--- src/rtl/cdc_pkg.sv ---
// Shared constants and elaboration helpers for the multi-bit CDC synchronizer.
// Provides the legal synchronizer depth range, a constant clog2 and the
// filter counter width calculation used by cdc_sync_chan.
package cdc_pkg;

    localparam int STAGES_MIN = 2;
    localparam int STAGES_MAX = 8;

    // Constant-evaluable ceil(log2(v)); returns 0 for v <= 1.
    function automatic int clog2(input int v);
        int r;
        r = 0;
        while ((1 << r) < v) begin
            r = r + 1;
        end
        return r;
    endfunction

    // Filter counter must hold 0..FILTER; never narrower than one bit so the
    // declaration stays legal even when FILTER is small.
    function automatic int cnt_width(input int filter);
        int w;
        w = clog2(filter + 1);
        return (w < 1) ? 1 : w;
    endfunction

    function automatic bit stages_legal(input int stages);
        return (stages >= STAGES_MIN) && (stages <= STAGES_MAX);
    endfunction

endpackage

--- src/rtl/cdc_sync_chan.sv ---
// One synchronized channel: STAGES-deep flop chain, optional persistence
// filter, and registered edge detection producing rise/fall/change pulses.
// Ports: clk_i/rst_ni (dest clock, async active-low reset), din_i (async level),
// dout_o (synchronized level), rise_o/fall_o/chg_o (one-cycle pulses).
module cdc_sync_chan
    import cdc_pkg::*;
#(
    parameter int   STAGES    = 3,
    parameter int   FILTER    = 0,
    parameter logic RESET_VAL = 1'b0
) (
    input  logic clk_i,
    input  logic rst_ni,
    input  logic din_i,
    output logic dout_o,
    output logic rise_o,
    output logic fall_o,
    output logic chg_o
);

    if (!stages_legal(STAGES)) begin : g_bad_stages
        $error("cdc_sync_chan: STAGES=%0d outside legal range %0d..%0d",
               STAGES, STAGES_MIN, STAGES_MAX);
    end

    // Synchronizer chain: bit 0 is the metastability-exposed capture flop.
    logic [STAGES-1:0] sync_q;
    logic [STAGES-1:0] sync_d;
    logic              sync_last;
    logic              dout;
    logic              dout_dly_q;

    assign sync_d    = {sync_q[STAGES-2:0], din_i};
    assign sync_last = sync_q[STAGES-1];

    always_ff @(posedge clk_i or negedge rst_ni) begin
        if (!rst_ni) begin
            sync_q <= {STAGES{RESET_VAL}};
        end else begin
            sync_q <= sync_d;
        end
    end

    if (FILTER == 0) begin : g_no_filter
        assign dout = sync_last;
    end else begin : g_filter
        localparam int             CW       = cnt_width(FILTER);
        localparam logic [CW-1:0]  CNT_LAST = CW'(FILTER - 1);

        logic [CW-1:0] cnt_q;
        logic [CW-1:0] cnt_d;
        logic          filt_q;
        logic          filt_d;

        // cnt_q counts edges already seen with a differing value; the edge at
        // which it reads FILTER-1 is the FILTER-th consecutive one.
        always_comb begin
            cnt_d  = '0;
            filt_d = filt_q;
            if (sync_last != filt_q) begin
                if (cnt_q == CNT_LAST) begin
                    filt_d = sync_last;
                end else begin
                    cnt_d = cnt_q + 1'b1;
                end
            end
        end

        always_ff @(posedge clk_i or negedge rst_ni) begin
            if (!rst_ni) begin
                cnt_q  <= '0;
                filt_q <= RESET_VAL;
            end else begin
                cnt_q  <= cnt_d;
                filt_q <= filt_d;
            end
        end

        assign dout = filt_q;
    end

    always_ff @(posedge clk_i or negedge rst_ni) begin
        if (!rst_ni) begin
            dout_dly_q <= RESET_VAL;
        end else begin
            dout_dly_q <= dout;
        end
    end

    // Pulses are combinational from dout so they coincide with the new level.
    assign dout_o = dout;
    assign rise_o = dout & ~dout_dly_q;
    assign fall_o = ~dout & dout_dly_q;
    assign chg_o  = rise_o | fall_o;

endmodule

--- src/rtl/cdc_multi_sync.sv ---
// WIDTH independent destination-domain synchronizers with optional filter and
// edge pulses. No cross-channel coherency: use only for slow control bits.
// Ports: Bclk (dest clock), reset (async active-low), din (async levels),
// dout (synchronized levels), rise/fall/chg (one-cycle per-channel pulses).
module cdc_multi_sync
    import cdc_pkg::*;
#(
    parameter int               WIDTH     = 4,
    parameter int               STAGES    = 3,
    parameter int               FILTER    = 0,
    parameter logic [WIDTH-1:0] RESET_VAL = '0
) (
    input  logic             Bclk,
    input  logic             reset,
    input  logic [WIDTH-1:0] din,
    output logic [WIDTH-1:0] dout,
    output logic [WIDTH-1:0] rise,
    output logic [WIDTH-1:0] fall,
    output logic [WIDTH-1:0] chg
);

    if (WIDTH < 1) begin : g_bad_width
        $error("cdc_multi_sync: WIDTH=%0d must be >= 1", WIDTH);
    end

    if (!stages_legal(STAGES)) begin : g_bad_stages
        $error("cdc_multi_sync: STAGES=%0d outside legal range %0d..%0d",
               STAGES, STAGES_MIN, STAGES_MAX);
    end

    for (genvar i = 0; i < WIDTH; i++) begin : g_chan
        cdc_sync_chan #(
            .STAGES    (STAGES),
            .FILTER    (FILTER),
            .RESET_VAL (RESET_VAL[i])
        ) u_chan (
            .clk_i  (Bclk),
            .rst_ni (reset),
            .din_i  (din[i]),
            .dout_o (dout[i]),
            .rise_o (rise[i]),
            .fall_o (fall[i]),
            .chg_o  (chg[i])
        );
    end

endmodule

--- config.mk ---
export PLATFORM = sky130hd
export DESIGN_NAME = cdc_multi_sync
export DESIGN_NICKNAME = d
export VERILOG_FILES = /design/src/rtl/cdc_pkg.sv /design/src/rtl/cdc_sync_chan.sv /design/src/rtl/cdc_multi_sync.sv
export SDC_FILE = /design/constraint.sdc
export NUM_CORES = 1
export LEC_CHECK = 0
export ABC_AREA = 1
export CAP_MARGIN = 20
export CORE_UTILIZATION = 39
export CTS_CLUSTER_DIAMETER = 200
export DETAILED_ROUTE_END_ITERATION = 8
export GPL_TIMING_DRIVEN = 0
export PLACE_DENSITY = 0.81
export SETUP_SLACK_MARGIN = 0.3
export SLEW_MARGIN = 20
export SYNTH_ARGS = -nofsm -noshare
export SYNTH_HDL_FRONTEND = slang
export SYNTH_HIERARCHICAL = 1
export SYNTH_SLANG_ARGS = --single-unit
--- constraint.sdc ---
create_clock -name Bclk -period 1.1 [get_ports Bclk]
set_input_delay 0.22 -clock Bclk [delete_from_list [all_inputs] [get_ports Bclk]]
set_output_delay 0.22 -clock Bclk [all_outputs]
set_load 0.1 [all_outputs]
==> results of run 1 <==
## where the power goes
group / internal [mW] / switching (mW) / total (mW)
combinational: 0.215 / 0.376 / 0.591
clock: 0.140 / 0.164 / 0.305
sequential: 0.622 / 0.0223 / 0.644
total: 0.978 / 0.562 / 1.54
## layout make-up
cell class                 instances  area (um2)  share of cell area (%)
sequential                        16       415.4                   36.93
timing repair buffer              28       404.1                   35.93
multi-input combinational          8       200.2                   17.80
inverter                          12       60.06                   5.339
clock buffer                       4       26.28                   2.336
tap                               15       18.77                   1.669
## how the worst min path moves through the flow
stage | from | endpoint | depth (start not counted)
2_1_floorplan | reset | g_chan[0].u_chan/dout_dly_q$_DFF_PN0_ | 0
3_3_place_gp | g_chan[3].u_chan/sync_q[1]$_DFF_PN0_ | g_chan[3].u_chan/sync_q[2]$_DFF_PN0_ | 0
3_5_place_dp | g_chan[0].u_chan/sync_q[0]$_DFF_PN0_ | g_chan[0].u_chan/sync_q[1]$_DFF_PN0_ | 0
4_1_cts | reset | g_chan[1].u_chan/sync_q[0]$_DFF_PN0_ | 1
5_1_grt | reset | g_chan[1].u_chan/sync_q[0]$_DFF_PN0_ | 1
6_report | reset | g_chan[2].u_chan/sync_q[2]$_DFF_PN0_ | 1
## layer usage
| layer | share of wire, % | wire length [um] | up-vias |
|---|---|---|---|
| li1 | - | - | 163 |
| met1 | 36 | 428 | 176 |
| met2 | 60 | 707 | 10 |
| met3 | 2.6 | 31 | 2 |
| met4 | 0.68 | 8 | 0 |
| met5 | 0 | 0 | - |
## metrics by stage
step	instance area, um2	TNS, ns	hold slack [ns]	utilization (%)
floorplan	635.6	-3.739	-0.07559	-
global placement	864.6	-13.89	0.3320	66.44
detailed placement	864.6	-14.04	0.3370	66.44
CTS	1079	-4.822	0.06797	82.88
global route	1125	-5.490	0.1307	86.44
finish	1125	-4.928	0.06801	86.44
## cells in the mapped netlist
library cell	number	area (um2)
inv_1	12	45.04
dfrtp_1	16	400.4
ha_1	8	100.1
## registers in the layout, indices dropped and copies added, names as in the netlist
| signal | flops |
|---|---|
| g_chan.u_chan/sync_q | 12 |
| g_chan.u_chan/dout_dly_q | 4 |
## critical path: cells and delay by family, from the launching register on
kind | cells | cell delay (ns)
adder cells (fa/ha/maj) | 1 | 0.20
buffers and inverters | 3 | 0.32
flip-flops | 1 | 0.51
## timing repair
item                                    CTS  global route
endpoints found under the setup margin   20            17
gates resized for setup                 139             6
hold endpoints to repair                  0             0
buffers inserted                          5             2
## kinds of logic (layout without fill, tap and decap cells)
kind of cell,count (synthesis),count (layout),share of synthesized area (%)
buffers and inverters,12,44,8.256
adder cells (fa/ha/maj),8,8,18.35
flip-flops,16,16,73.39
==> results.cfg, run 1 <==
[clock_network]
clock_sinks = 16
cts_tree = done
cts-root-buf = clkbuf_4
numCtsBuffers = 3
htree_num_levels = 1
cts_buffer_depth = 2
hold_buffers = 0
path_clk_slew_ns = 0.09
clk_latency_ns = 0.28

[placement]
pre_cts_slack_ns = -1.041
placedCellCount = 72
portBuffers = 21
gp_congestion = 0.6084

[worst_setup_path]
worst-setup-path-type = reg -> out
worst-path-max-fanout = 4
endpoint = chg[0]
critical_path.startpoint = g_chan[0].u_chan/sync_q[2]$_DFF_PN0_
critPathSlowestCell = dfrtp_4
end_kind = output port
crit_arrival_ns = 1.31
critPathRequiredTime_ns = 0.88
rrSetupSlack_ns = 0.26
r2r_cells = 2
max_stage_delay_ns = 0.51
start_kind = register
r2r_end = g_chan[2].u_chan/dout_dly_q$_DFF_PN0_
r2r_start = g_chan[2].u_chan/sync_q[2]$_DFF_PN0_
crit_chain = inv_2 -> ha_4 -> clkinvlp_4 -> buf_12

[timing]
rsz0062_at_grt = true
post-route-period-util_pct = 138.7
max-slew-margin-rel_pct = 56.72
hold_viol = 0
final_max_slew_viol_count = 0
finalSetupViolations = 16
fin_ws_ns = -0.4253
clock_skew_ns = 0.006633
worstMarginPinSlew_ns = 0.6492
fmax_mhz = 655.6
min_period_ns = 1.525

[synth]
netlist_instances = 36
synth_warnings = 6
avgSynthCellArea_um2 = 15.15
synth_seq_area_share_pct = 73.39
synth_fp_nets = 50
ys_ff_latch = 16
ys_types = 3
netlist_area_um2 = 545.5

[global_routing]
grt_pass1_wl_mm = 1.573
use_met2_pct = 30.74
antenna_found_initial = 0
grt_pass1_vias = 356
top_usage_layer = met2
grt_util_met3_pct = 1.705
grt_max_degree = 17
grt.overflow.total = 0
met1_usage_pct = 18.85
groute.usage.overall_pct = 17.40

[drt]
dr.pass1.iters = 2
post-route-drc-count = 0
vias = 351
vias_per_cell = 4.229
drtIter0Drc = 1
wl_mm = 1.176
ant_nets = 0
drt-wirelength-per-cell_um = 14.17

[die]
start_util_pct = 41.92
io_pins = 22
die_w_um = 39.40
die_area_um2 = 1552
core_area_um2 = 1301
num_rows = 13
die_y_um = 39.40

[pwr]
total_power_mw = 1.540
ir_drop_uv = 1193
p_per_area_nw_per_um2 = 1369
p_leak_nw = 0.4925

[cells_and_area]
antennaDiodeCount = 0
nets = 83
syn2layout_area_growth_pct = 106.2
nFillCells = 64
stdcell_count = 83
final_cell_mix = buf_12, dfrtp_1, ha_4, buf_4
layout_commonest_cell = buf_12
drive_gt1_share_pct = 67.65

[min_path]
hold_path_class = in -> async

[run]
drv_cap = 0

[outcome]
outcome = finished with violations
failed_checks = negative setup slack
Power figures use the tool's default switching activity.
==> inputs of run 2 (changes only) <==
- GPL_TIMING_DRIVEN: 0 -> 1
==> run 2 against run 1 <==
Effect of this change: the flow still finishes with violations (negative setup slack); sequential cell count unchanged; setup slack got worse by 0.022 ns; clock power rose by 23%; die area unchanged; routed wire length grew 29%; critical path depth is the same; sequential share of layout area decreased by 2.4 points; highest routed layer unchanged; non-clock buffer count rose by 3.
==> results.cfg, run 2 (same netlist as run 1, synthesis figures left out) <==
[timing]
clock_skew_ns = 0.002672
max-slew-margin-rel_pct = 87.12
rsz0062_at_grt = true
finalSetupViolations = 16
fin_ws_ns = -0.4476
tns_ns = -5.526
fmax_mhz = 646.2
hold_viol = 0
final_max_slew_viol_count = 0
worstMarginPinSlew_ns = 0.1932
post-route-period-util_pct = 140.7
min_period_ns = 1.548

[placement]
gp_congestion = 0.5279
detailed_place.area_um2 = 1085
portBuffers = 21
dp_hpwl_um = 791.2
pre_cts_slack_ns = -0.1066

[die]
die_area_um2 = 1552
die_y_um = 39.40
core_area_um2 = 1301
die_w_um = 39.40
num_rows = 13
io_pins = 22
start_util_pct = 41.92

[cells_and_area]
syn2layout_area_growth_pct = 120.6
largest_reg_flops = 12
antennaDiodeCount = 0
largest_register = g_chan.u_chan/sync_q
drive_gt1_share_pct = 70.42
final_cell_mix = buf_12, dfrtp_1, ha_4, buf_6, clkdlybuf4s50_1
nets = 86
fin_area_um2 = 1204
largestRegisters = g_chan.u_chan/sync_q (12), g_chan.u_chan/dout_dly_q (4)
layout_commonest_cell = buf_12
utilization_pct = 92.50

[worst_setup_path]
worst-path-max-fanout = 3
worst-setup-path-type = reg -> out
start_kind = register
critPathRequiredTime_ns = 0.88
crit_arrival_ns = 1.33
end_kind = output port
rrSetupSlack_ns = 0.32

[global_routing]
grt_pass1_vias = 436
grt.overflow.total = 0
grt_pass1_wl_mm = 2.173
groute.usage.overall_pct = 24.29
antenna_found_initial = 0
grt_max_degree = 17

[clock_network]
path_clk_slew_ns = 0.09
numCtsBuffers = 3
clock_sinks = 16
clk_latency_ns = 0.28
cts-root-buf = clkbuf_4
cts_tree = done
htree_num_levels = 1
cts_buffer_depth = 2
hold_buffers = 0

[drt]
drt-wirelength-per-cell_um = 17.58
drtIter0Drc = 0
post-route-drc-count = 0
ant_nets = 0
vias = 375
vias_per_cell = 4.360
wl_mm = 1.512
dr.pass1.iters = 1

[pwr]
p_leak_nw = 0.5262
ir_drop_uv = 1493
p_per_area_nw_per_um2 = 1372

[outcome]
outcome = finished with violations
failed_checks = negative setup slack

[run]
drv_cap = 0

[min_path]
hold_path_class = in -> async
## run 2: timing repair
item	CTS	global route
buffers inserted	2	0
gates resized for setup	7	5
pin swaps	1	1
gates cloned	0	0
endpoints found under the setup margin	16	16
## run 2: routing by layer
layer / up-vias / wire (um) / global-route usage (%)
met5: - / 0 / 0
met4: 0 / 14 / 11.21
met3: 2 / 43 / 6.250
met2: 12 / 883 / 43.03
met1: 190 / 569 / 26.67
li1: 171 / - / -
## run 2: layout make-up
| type | instances | area (um2) |
|---|---|---|
| timing repair buffer | 31 | 467.9 |
| sequential | 16 | 415.4 |
| multi-input combinational | 8 | 200.2 |
| fill | 40 | 97.59 |
| inverter | 12 | 65.06 |
| clock buffer | 4 | 36.28 |
| tap | 15 | 18.77 |
## run 2: worst max-delay path: stages, from the launching register on
cell and delay (ns):
dfrtp_4 0.45, inv_4 0.04, ha_4 0.27, clkinvlp_4 0.10, buf_12 0.18
## run 2: power breakdown
group | switching, mW | total, mW | internal (mW)
registers | 0.0249 | 0.647 | 0.622
clock network | 0.172 | 0.374 | 0.202
logic | 0.389 | 0.630 | 0.241
total | 0.586 | 1.65 | 1.07
## run 2: path summary, 6_finish.rpt
check / start / to / depth (start not counted)
max in group asynchronous: reset / g_chan[1].u_chan/sync_q[2]$_DFF_PN0_ / 2
min in group Bclk: g_chan[1].u_chan/sync_q[0]$_DFF_PN0_ / g_chan[1].u_chan/sync_q[1]$_DFF_PN0_ / 0
worst min register to register: g_chan[1].u_chan/sync_q[0]$_DFF_PN0_ / g_chan[1].u_chan/sync_q[1]$_DFF_PN0_ / 0
worst min-delay path: reset / g_chan[1].u_chan/sync_q[0]$_DFF_PN0_ / 2
worst max register to register: g_chan[0].u_chan/sync_q[2]$_DFF_PN0_ / g_chan[0].u_chan/dout_dly_q$_DFF_PN0_ / 1
worst max-delay path: g_chan[0].u_chan/sync_q[2]$_DFF_PN0_ / chg[0] / 4
## run 2: stage by stage
| step | hold slack [ns] | power, mW | instances |
|---|---|---|---|
| global route | 0.2685 | 1.710 | 86 |
| CTS | 0.2619 | 1.621 | 86 |
| global placement | 0.3334 | 1.234 | 80 |
| finish | 0.2485 | 1.652 | 86 |
| detailed placement | 0.3355 | 1.247 | 80 |
| floorplan | -0.07559 | 1.020 | 36 |
==> inputs of run 3 (changes only) <==
- CAP_MARGIN: 20 -> 25
==> results of run 3 <==
No change in the layout: final DEF, timing and power equal those of run 2.
